**src/rtl/rr_arbiter_4_if.sv**
```systemverilog
// Request/grant bundle between the requesters (master) and rr_arbiter_4 (slave).
interface rr_arbiter_4_if;
    logic [3:0] req;
    logic [3:0] gnt;
    logic [1:0] gnt_id;
    logic       gnt_valid;
    logic       timeout;

    modport master (output req, input gnt, gnt_id, gnt_valid, timeout);
    modport slave  (input req, output gnt, gnt_id, gnt_valid, timeout);
endinterface

```
**src/rtl/rr_arbiter_4.sv**
```systemverilog
// Four-requester round-robin arbiter with registered one-hot grant.
// Optional owner preemption after MAX_HOLD cycles is enabled by macro ARB_TIMEOUT_EN.
module rr_arbiter_4 #(
    parameter int unsigned MAX_HOLD = 8
) (
    input logic           clk,
    input logic           rst_n,
    rr_arbiter_4_if.slave arb
);
    typedef enum logic {ST_IDLE = 1'b0, ST_GRANT = 1'b1} state_t;

    state_t     r_state, w_state_nxt;
    logic [1:0] r_ptr, w_ptr_nxt;
    logic [1:0] r_gnt_id, w_gnt_id_nxt;
    logic [3:0] r_gnt, w_gnt_nxt;
    logic       r_gnt_valid;
    logic [1:0] w_id_inc;
    logic       w_owner_req;

    if ((MAX_HOLD < 2) || (MAX_HOLD > 255)) begin : g_bad_max_hold
        $error("rr_arbiter_4: MAX_HOLD must be within 2..255");
    end

    // First requester set in mask, searching from ptr upward with wrap 3->0.
    function automatic logic [1:0] sel(input logic [1:0] ptr, input logic [3:0] mask);
        logic [1:0] idx;
        sel = ptr;
        for (int k = 3; k >= 0; k--) begin
            idx = ptr + 2'(k);
            if (mask[idx]) begin
                sel = idx;
            end else begin
                sel = sel;
            end
        end
    endfunction

    function automatic logic [3:0] dec2to4(input logic [1:0] id);
        dec2to4 = 4'b0001 << id;
    endfunction

    assign w_id_inc    = r_gnt_id + 2'd1;
    assign w_owner_req = arb.req[r_gnt_id];

`ifdef ARB_TIMEOUT_EN
    localparam logic [7:0] HOLD_LAST = 8'(MAX_HOLD - 32'd1);

    logic [7:0] r_hold_cnt, w_hold_cnt_nxt;
    logic       r_timeout, w_timeout_nxt;
    logic       w_preempt;

    assign w_preempt = (r_hold_cnt == HOLD_LAST) && ((arb.req & ~r_gnt) != 4'b0000);
`endif

    // Next-state, next-owner and pointer update
    always_comb begin
        w_state_nxt  = r_state;
        w_ptr_nxt    = r_ptr;
        w_gnt_id_nxt = r_gnt_id;
        w_gnt_nxt    = 4'b0000;
`ifdef ARB_TIMEOUT_EN
        w_hold_cnt_nxt = r_hold_cnt;
        w_timeout_nxt  = 1'b0;
`endif
        case (r_state)
            ST_IDLE: begin
                if (arb.req != 4'b0000) begin
                    w_state_nxt  = ST_GRANT;
                    w_gnt_id_nxt = sel(r_ptr, arb.req);
`ifdef ARB_TIMEOUT_EN
                    w_hold_cnt_nxt = 8'd0;
`endif
                end else begin
                    w_state_nxt = ST_IDLE;
                end
            end
            ST_GRANT: begin
                if (!w_owner_req) begin
                    w_ptr_nxt = w_id_inc;
`ifdef ARB_TIMEOUT_EN
                    w_hold_cnt_nxt = 8'd0;
`endif
                    if (arb.req != 4'b0000) begin
                        w_state_nxt  = ST_GRANT;
                        w_gnt_id_nxt = sel(w_id_inc, arb.req);
                    end else begin
                        w_state_nxt = ST_IDLE;
                    end
`ifdef ARB_TIMEOUT_EN
                end else if (w_preempt) begin
                    w_gnt_id_nxt   = sel(w_id_inc, arb.req & ~r_gnt);
                    w_ptr_nxt      = w_id_inc;
                    w_timeout_nxt  = 1'b1;
                    w_hold_cnt_nxt = 8'd0;
                end else if (r_hold_cnt != HOLD_LAST) begin
                    w_hold_cnt_nxt = r_hold_cnt + 8'd1;
                end else begin
                    w_hold_cnt_nxt = r_hold_cnt;
`endif
                end else begin
                    w_gnt_id_nxt = r_gnt_id;
                end
            end
            default: begin
                w_state_nxt = ST_IDLE;
            end
        endcase

        if (w_state_nxt == ST_GRANT) begin
            w_gnt_nxt = dec2to4(w_gnt_id_nxt);
        end else begin
            w_gnt_nxt = 4'b0000;
        end
    end

    // State, round-robin pointer and registered grant outputs
    always_ff @(posedge clk or negedge rst_n) begin
        if (!rst_n) begin
            r_state     <= ST_IDLE;
            r_ptr       <= 2'd0;
            r_gnt_id    <= 2'd0;
            r_gnt       <= 4'b0000;
            r_gnt_valid <= 1'b0;
        end else begin
            r_state     <= w_state_nxt;
            r_ptr       <= w_ptr_nxt;
            r_gnt_id    <= w_gnt_id_nxt;
            r_gnt       <= w_gnt_nxt;
            r_gnt_valid <= (w_state_nxt == ST_GRANT);
        end
    end

`ifdef ARB_TIMEOUT_EN
    // Hold counter and one-cycle preemption pulse
    always_ff @(posedge clk or negedge rst_n) begin
        if (!rst_n) begin
            r_hold_cnt <= 8'd0;
            r_timeout  <= 1'b0;
        end else begin
            r_hold_cnt <= w_hold_cnt_nxt;
            r_timeout  <= w_timeout_nxt;
        end
    end

    assign arb.timeout = r_timeout;
`else
    assign arb.timeout = 1'b0;
`endif

    assign arb.gnt       = r_gnt;
    assign arb.gnt_id    = r_gnt_id;
    assign arb.gnt_valid = r_gnt_valid;
endmodule

```
**src/flat_wrapper.sv**
```systemverilog
// flat-port wrapper written by rule: the top's interface ports become plain ports
module rr_arbiter_4_flat 
#(
    parameter int unsigned MAX_HOLD = 8
)
  (clk, rst_n, arb_req, arb_gnt, arb_gnt_id, arb_gnt_valid, arb_timeout);
  rr_arbiter_4_if arb_i ();
  input logic clk;
  input logic rst_n;
  input wire logic [$bits(arb_i.req)-1:0] arb_req;
  output wire logic [$bits(arb_i.gnt)-1:0] arb_gnt;
  output wire logic [$bits(arb_i.gnt_id)-1:0] arb_gnt_id;
  output wire logic [$bits(arb_i.gnt_valid)-1:0] arb_gnt_valid;
  output wire logic [$bits(arb_i.timeout)-1:0] arb_timeout;
  assign arb_i.req = arb_req;
  assign arb_gnt = arb_i.gnt;
  assign arb_gnt_id = arb_i.gnt_id;
  assign arb_gnt_valid = arb_i.gnt_valid;
  assign arb_timeout = arb_i.timeout;
  rr_arbiter_4 #(.MAX_HOLD(MAX_HOLD)) u_core (.clk(clk), .rst_n(rst_n), .arb(arb_i));
endmodule
```
**config.mk**
```make
export PLATFORM = sky130hd
export DESIGN_NAME = rr_arbiter_4_flat
export DESIGN_NICKNAME = d
export VERILOG_FILES = /design/src/rtl/rr_arbiter_4_if.sv /design/src/rtl/rr_arbiter_4.sv /design/src/flat_wrapper.sv
export SDC_FILE = /design/constraint.sdc
export NUM_CORES = 1
export LEC_CHECK = 0
export CAP_MARGIN = 20
export CORE_MARGIN = 4
export CORE_UTILIZATION = 45
export CTS_CLUSTER_DIAMETER = 80
export DETAILED_ROUTE_END_ITERATION = 12
export PLACE_DENSITY = 0.73
export SKIP_LAST_GASP = 1
export SLEW_MARGIN = 25
export SYNTH_ARGS = -nofsm -noshare
export SYNTH_HDL_FRONTEND = slang
export SYNTH_SLANG_ARGS = --single-unit
```
**constraint.sdc**
```tcl
create_clock -name clk -period 3.1 [get_ports clk]
set_clock_uncertainty 0.2 [all_clocks]
set_input_delay 0.93 -clock clk [delete_from_list [all_inputs] [get_ports clk]]
set_output_delay 0.93 -clock clk [all_outputs]
set_load 0.02 [all_outputs]
```
=== Word-level counts from Yosys, hierarchy flattened ===
Index checks and enable logic that the tools add are counted.

* Bits in registers: 9
* Bits of input ports: 6
* Output and inout port bits: 8

* Add/subtract/negate cells: 7
* Magnitude comparators: 9
* Shift operators: 1
* Muxes and demuxes: 34
* Bitwise operators: 2
* Reduce and logical (&&, ||, !) cells: 2

{| class="wikitable"
|+ Operator list
! kind !! count
|-
| $lt 2x3->1 const B || 9
|-
| $mux 2 || 11
|-
| $bmux 1 s2 || 9
|-
| $mux 1 || 11
|-
| $add 2x2->2 const B || 4
|-
| $add 2x1->2 const B || 3
|-
| $mux 4 || 1
|-
| $pmux 2 s2 || 1
|-
| $reduce_bool 4->1 || 1
|-
| $shl 1x2->4 const A || 1
|-
| $not 1->1 || 2
|-
| $pmux 1 s2 || 1
|-
| $reduce_and 2->1 || 1
|}

=== Longest topological paths before layout ===
Gate-level depths: netlist (run 1).

* Word-level depth: 13
* Gate-level depth with buffers: 7

=== Worst setup path after synthesis (run 1) ===
OpenSTA, ideal clock, no wires.

* Path kind: in2reg
* From: input arb_req[3]
* To: register u_core.r_gnt[3], in the netlist u_core.arb.gnt[3]
* Data arrival time: 2.169 ns
* Data required time: 2.780 ns
* Slack: 0.611 ns
* Stages: 7
* Path buffers: 2
* Cell sequence: buf_2 nand3b_1 o31ai_2 a311oi_1 or4_1 buf_2 and3_1

* Cells in the longest elaborated chain, start to end: 11
* Elaborated cells on any way between the ends: 36

{| class="wikitable"
|+ Ends and longest elaborated chain
! what !! RTL line !! source
|-
| start: declaration || flat_wrapper.sv:10 || <nowiki>input wire logic [$bits(arb_i.req)-1:0] arb_req;</nowiki>
|-
| $bmux 1 s2 || rr_arbiter_4.sv:30 || <nowiki>if (mask[idx]) begin</nowiki>
|-
| $mux 1 (implied by the code) || rr_arbiter_4.sv:30 ||
|-
| $mux 2 (4 in series) || rr_arbiter_4.sv:30 ||
|-
| $mux 2 || rr_arbiter_4.sv:83 || <nowiki>if (arb.req != 4'b0000) begin</nowiki>
|-
| $mux 2 || rr_arbiter_4.sv:78 || <nowiki>if (!w_owner_req) begin</nowiki>
|-
| $pmux 2 s2 (*) || rr_arbiter_4.sv:65 || <nowiki>case (r_state)</nowiki>
|-
| net u_core.w_gnt_id_nxt[0] || rr_arbiter_4.sv:14 || <nowiki>logic [1:0] r_gnt_id, w_gnt_id_nxt;</nowiki>
|-
| $shl 1x2->4 (*) || rr_arbiter_4.sv:39 || <nowiki>dec2to4 = 4'b0001 << id;</nowiki>
|-
| $mux 4 (*) || rr_arbiter_4.sv:109 || <nowiki>if (w_state_nxt == ST_GRANT) begin</nowiki>
|-
| net u_core.w_gnt_nxt[3] || rr_arbiter_4.sv:15 || <nowiki>logic [3:0] r_gnt, w_gnt_nxt;</nowiki>
|-
| end signal: assignment || rr_arbiter_4.sv:128 || <nowiki>r_gnt <= w_gnt_nxt;</nowiki>
|-
| end: declaration || rr_arbiter_4.sv:15 ||
|}

The timed path passes the listed nets; every way through them passes the cells marked *. The select of a mux whose other input is x is not followed.
A chain may end at the register's enable or synchronous reset.

=== Worst setup path after layout (run 1) ===
* From: input arb_req[2]
* To: register u_core.r_gnt[3], in the netlist u_core.arb.gnt[3]

* Cells in the longest elaborated chain, start to end: 11
* Elaborated cells on any way between the ends: 36

{| class="wikitable"
|+ Ends and longest elaborated chain
! what !! RTL line
|-
| $bmux 1 s2 || rr_arbiter_4.sv:30
|-
| $mux 1 (implied by the code) || rr_arbiter_4.sv:30
|-
| $mux 2 (4 in series) || rr_arbiter_4.sv:30
|-
| $mux 2 || rr_arbiter_4.sv:83
|-
| $mux 2 || rr_arbiter_4.sv:78
|-
| $pmux 2 s2 || rr_arbiter_4.sv:65
|-
| $shl 1x2->4 || rr_arbiter_4.sv:39
|-
| $mux 4 (*) || rr_arbiter_4.sv:109
|-
| net u_core.w_gnt_nxt[3] || rr_arbiter_4.sv:15
|}

Marks and branches as above.

==> results of run 1 <==
==> worst register-to-register path, cell delays in order (launching register included) <==
cell and delay, ps:
dfrtp_1 540, nand3b_1 150, o31ai_2 80, a311oi_1 60
or4_1 620, and3_1 230
==> cell families after synthesis <==
logic type / count (synthesis) / share of synthesized area (%)
other: 1 / 0.5994
buffers and inverters: 12 / 10.80
multiplexers: 1 / 1.600
AO/OA/AOI/OAI: 18 / 20.20
XOR/XNOR: 1 / 1.400
flip-flops: 9 / 36.00
AND/OR/NAND/NOR: 27 / 29.40
==> cell usage after synthesis (2+ instances only) <==
| cell type | n | area (um2) |
|---|---|---|
| a211o_1 | 3 | 26.28 |
| a211oi_1 | 2 | 15.01 |
| a21oi_1 | 4 | 20.02 |
| and3_1 | 2 | 12.51 |
| buf_2 | 3 | 15.01 |
| buf_6 | 2 | 22.52 |
| dfrtp_1 | 9 | 225.2 |
| inv_1 | 5 | 18.77 |
| nand2_1 | 3 | 11.26 |
| nand2b_1 | 2 | 12.51 |
| nand3b_1 | 2 | 15.01 |
| nor2_1 | 3 | 11.26 |
| nor2b_1 | 3 | 18.77 |
| nor3b_1 | 2 | 15.01 |
| o21ai_0 | 5 | 25.02 |
| or4_1 | 2 | 15.01 |
==> layout make-up <==
cell class	count	share of cell area, %
clock buffers	4	3.404
flip-flops and latches	9	29.17
multi-input cells	48	43.11
well taps	15	2.431
repair buffers	16	19.45
inverters	5	2.431
==> final timing paths <==
path,from,slack [ps],depth (start not counted),end
worst max-delay path,arb_req[2],240,6,u_core.arb.gnt[3]
worst min-delay path,u_core.r_ptr[0],340,2,u_core.r_ptr[0]
worst max register to register,u_core.arb.gnt_id[1],1120,5,u_core.arb.gnt[3]
worst min register to register,u_core.r_ptr[0],340,2,u_core.r_ptr[0]
max in group asynchronous,rst_n,1660,1,u_core.arb.gnt[3]
min in group asynchronous,rst_n,760,1,u_core.arb.gnt_id[1]
==> routing by layer <==
metal | track usage (%) | up-vias
li1 | - | 268
met4 | 5.263 | 0
met1 | 19.12 | 242
met2 | 25.71 | 14
met3 | 7.171 | 2
met5 | 0 | -
==> per-stage QoR <==
step / total power (W) / setup TNS, ps / instance area, um2 / utilization, %
finish: 0.0006254 / 0 / 772.0 / 59.33
global route: 0.0006759 / 0 / 772.0 / 59.33
CTS: 0.0006325 / 0 / 772.0 / 59.33
detailed placement: 0.0005417 / -24.91 / 745.7 / 57.31
global placement: 0.0005381 / 0 / 745.7 / 57.31
floorplan: 0.0004315 / 0 / 625.6 / -
==> registers in the layout, summed over array words and instances (netlist names) <==
| name | count |
|---|---|
| u_core.arb.gnt | 4 |
| u_core.r_state | 1 |
| u_core.r_ptr | 2 |
| u_core.arb.gnt_id | 2 |
==> power by group <==
part | switching [W] | leakage [nW] | internal (W) | total (W)
combinational | 0.000158 | 0.207 | 0.000154 | 0.000312
sequential | 0.0000586 | 0.108 | 0.000168 | 0.000227
clock | 0.0000374 | 0.0150 | 0.0000494 | 0.0000868
==> impl_metrics.csv, run 1 <==
group,metric,value,unit
status,run_status,"finished clean",
clocking,root_buffer,"clkbuf_4",
logic_synthesis,seq_area_frac_synth,36.00,%
clocking,htree_levels,1,
critical_path,path_buf_inv,1,
final_layout,final_nets,89,
timing,fmax,0.3492,GHz
route,route.detailed.drc,0,
placement,preCtsSetupSlack,-24.91,ps
logic_synthesis,synth_nets,75,
route,postRouteAntennaNets,0,
critical_path,worstPathArrival,2810,ps
clocking,cts.hold.buffers_added,0,
critical_path,critPathTopFamily,"simple AND/OR/NAND/NOR gates",
timing,rsz0062_at_grt,"no",
final_layout,num_antenna_cells,0,
clocking,cts_sinks,9,
route,dr.pass1.iters,4,
route,wl_met3,58,um
critical_path,setup.worst_path.start_class,"input pin",
critical_path,path_max_fanout,10,
clocking,clkLatencyLatePin,260,ps
global_route,grt_usage,16.08,%
route,drt_iter0_markers,3,
logic_synthesis,syn_inst,69,
clocking,cts_resized,0,
run,maxCapViolCount,0,
logic_synthesis,yosys_warnings,0,
power_and_ir_drop,peakVddDrop,0.6167,mV
placement,gp_congestion,0.8467,
timing,finalHoldViolations,0,
final_layout,final_cell_mix,"clkdlybuf4s50_1 (12), dfrtp_1 (9), inv_1 (5), o21ai_0 (5)",
critical_path,end_kind,"flip-flop",
route,viasPerCell,5.423,
clocking,cts_made_buffers,3,
route,top_layer,"met4",
critical_path,crit_required,3040,ps
clocking,cts_tree,"yes",
global_route,grt-ovfl-total,0,
final_layout,drive_gt1_share,13.41,%
critical_path,critical_path_class,"in -> reg",
floorplanning,rows,13,
logic_synthesis,avgSynthCellArea,9.067,um2
floorplanning,io_pins,14,
power_and_ir_drop,powerDensity,810.1,mW/mm2
logic_synthesis,async_flop_share,100.0,%
timing,finalSetupViolCount,0,
clocking,cts_setup_buffers,0,
timing,final_max_slew_viol_count,0,
route,vias,526,
power_and_ir_drop,leakage,0.3299,nW
logic_synthesis,ys.flop_type,"dfrtp_1",
final_layout,register_area,225.2,um2
timing,setup_slack,236.2,ps
route,finalWirelength,1316,um
critical_path,worst_path_max_delay_cell,"clkdlybuf4s50_1",
logic_synthesis,ys_types,33,
clocking,cts_max_path_buffers,2,
placement,dp.final_hpwl,987.9,um
timing,holdWs,341.6,ps
placement,port_buffers,12,
clocking,clkTransAtPathRegs,60,ps
route,met2WireLength,633,um
floorplanning,dieWidth,45.29,um
floorplanning,die_h,45.29,um
min_path,worstHoldPathType,"reg -> reg",
final_layout,multiInputGateArea,332.8,um2
placement,dp_cells,93,
final_layout,fin_cells,97,
floorplanning,start_util,48.08,%
logic_synthesis,netlist_area,625.6,um2
floorplanning,die_area,0.002051,mm2
global_route,grt_pass1_vias,525,
global_route,antenna_found_initial,0,
logic_synthesis,synth_seq_cells,9,
route,wl_met1,606,um
critical_path,cpPeakStageDelay,720,ps
final_layout,final_common_cell,"clkdlybuf4s50_1",
global_route,grt_max_degree,12,
timing,min_period_over_period,92.38,%
route,drt-wirelength-per-cell,13.57,um
global_route,grt_pass1_wl,2311,um
final_layout,fill_cells,129,
critical_path,critical_path.cell_chain,"clkdlybuf4s50_1 -> nor2b_1 -> a211o_1 -> a211oi_1 -> or4_1 -> and3_1",
timing,fin_crit,2864,ps
floorplanning,core,0.001301,mm2
logic_synthesis,synth_edf_count,0,
final_layout,area.growth.synth_to_final,23.40,%
(Power assumes the default switching activity.)
==> run 2: changes to the inputs <==
--- a/config.mk
+++ b/config.mk
@@ -9,6 +9,7 @@
 export CORE_MARGIN = 4
 export CORE_UTILIZATION = 45
 export CTS_CLUSTER_DIAMETER = 80
+export CTS_CLUSTER_SIZE = 10
 export DETAILED_ROUTE_END_ITERATION = 12
 export PLACE_DENSITY = 0.73
 export SKIP_LAST_GASP = 1
==> results of run 2 <==
No change in the layout: final DEF, timing and power equal those of run 1.
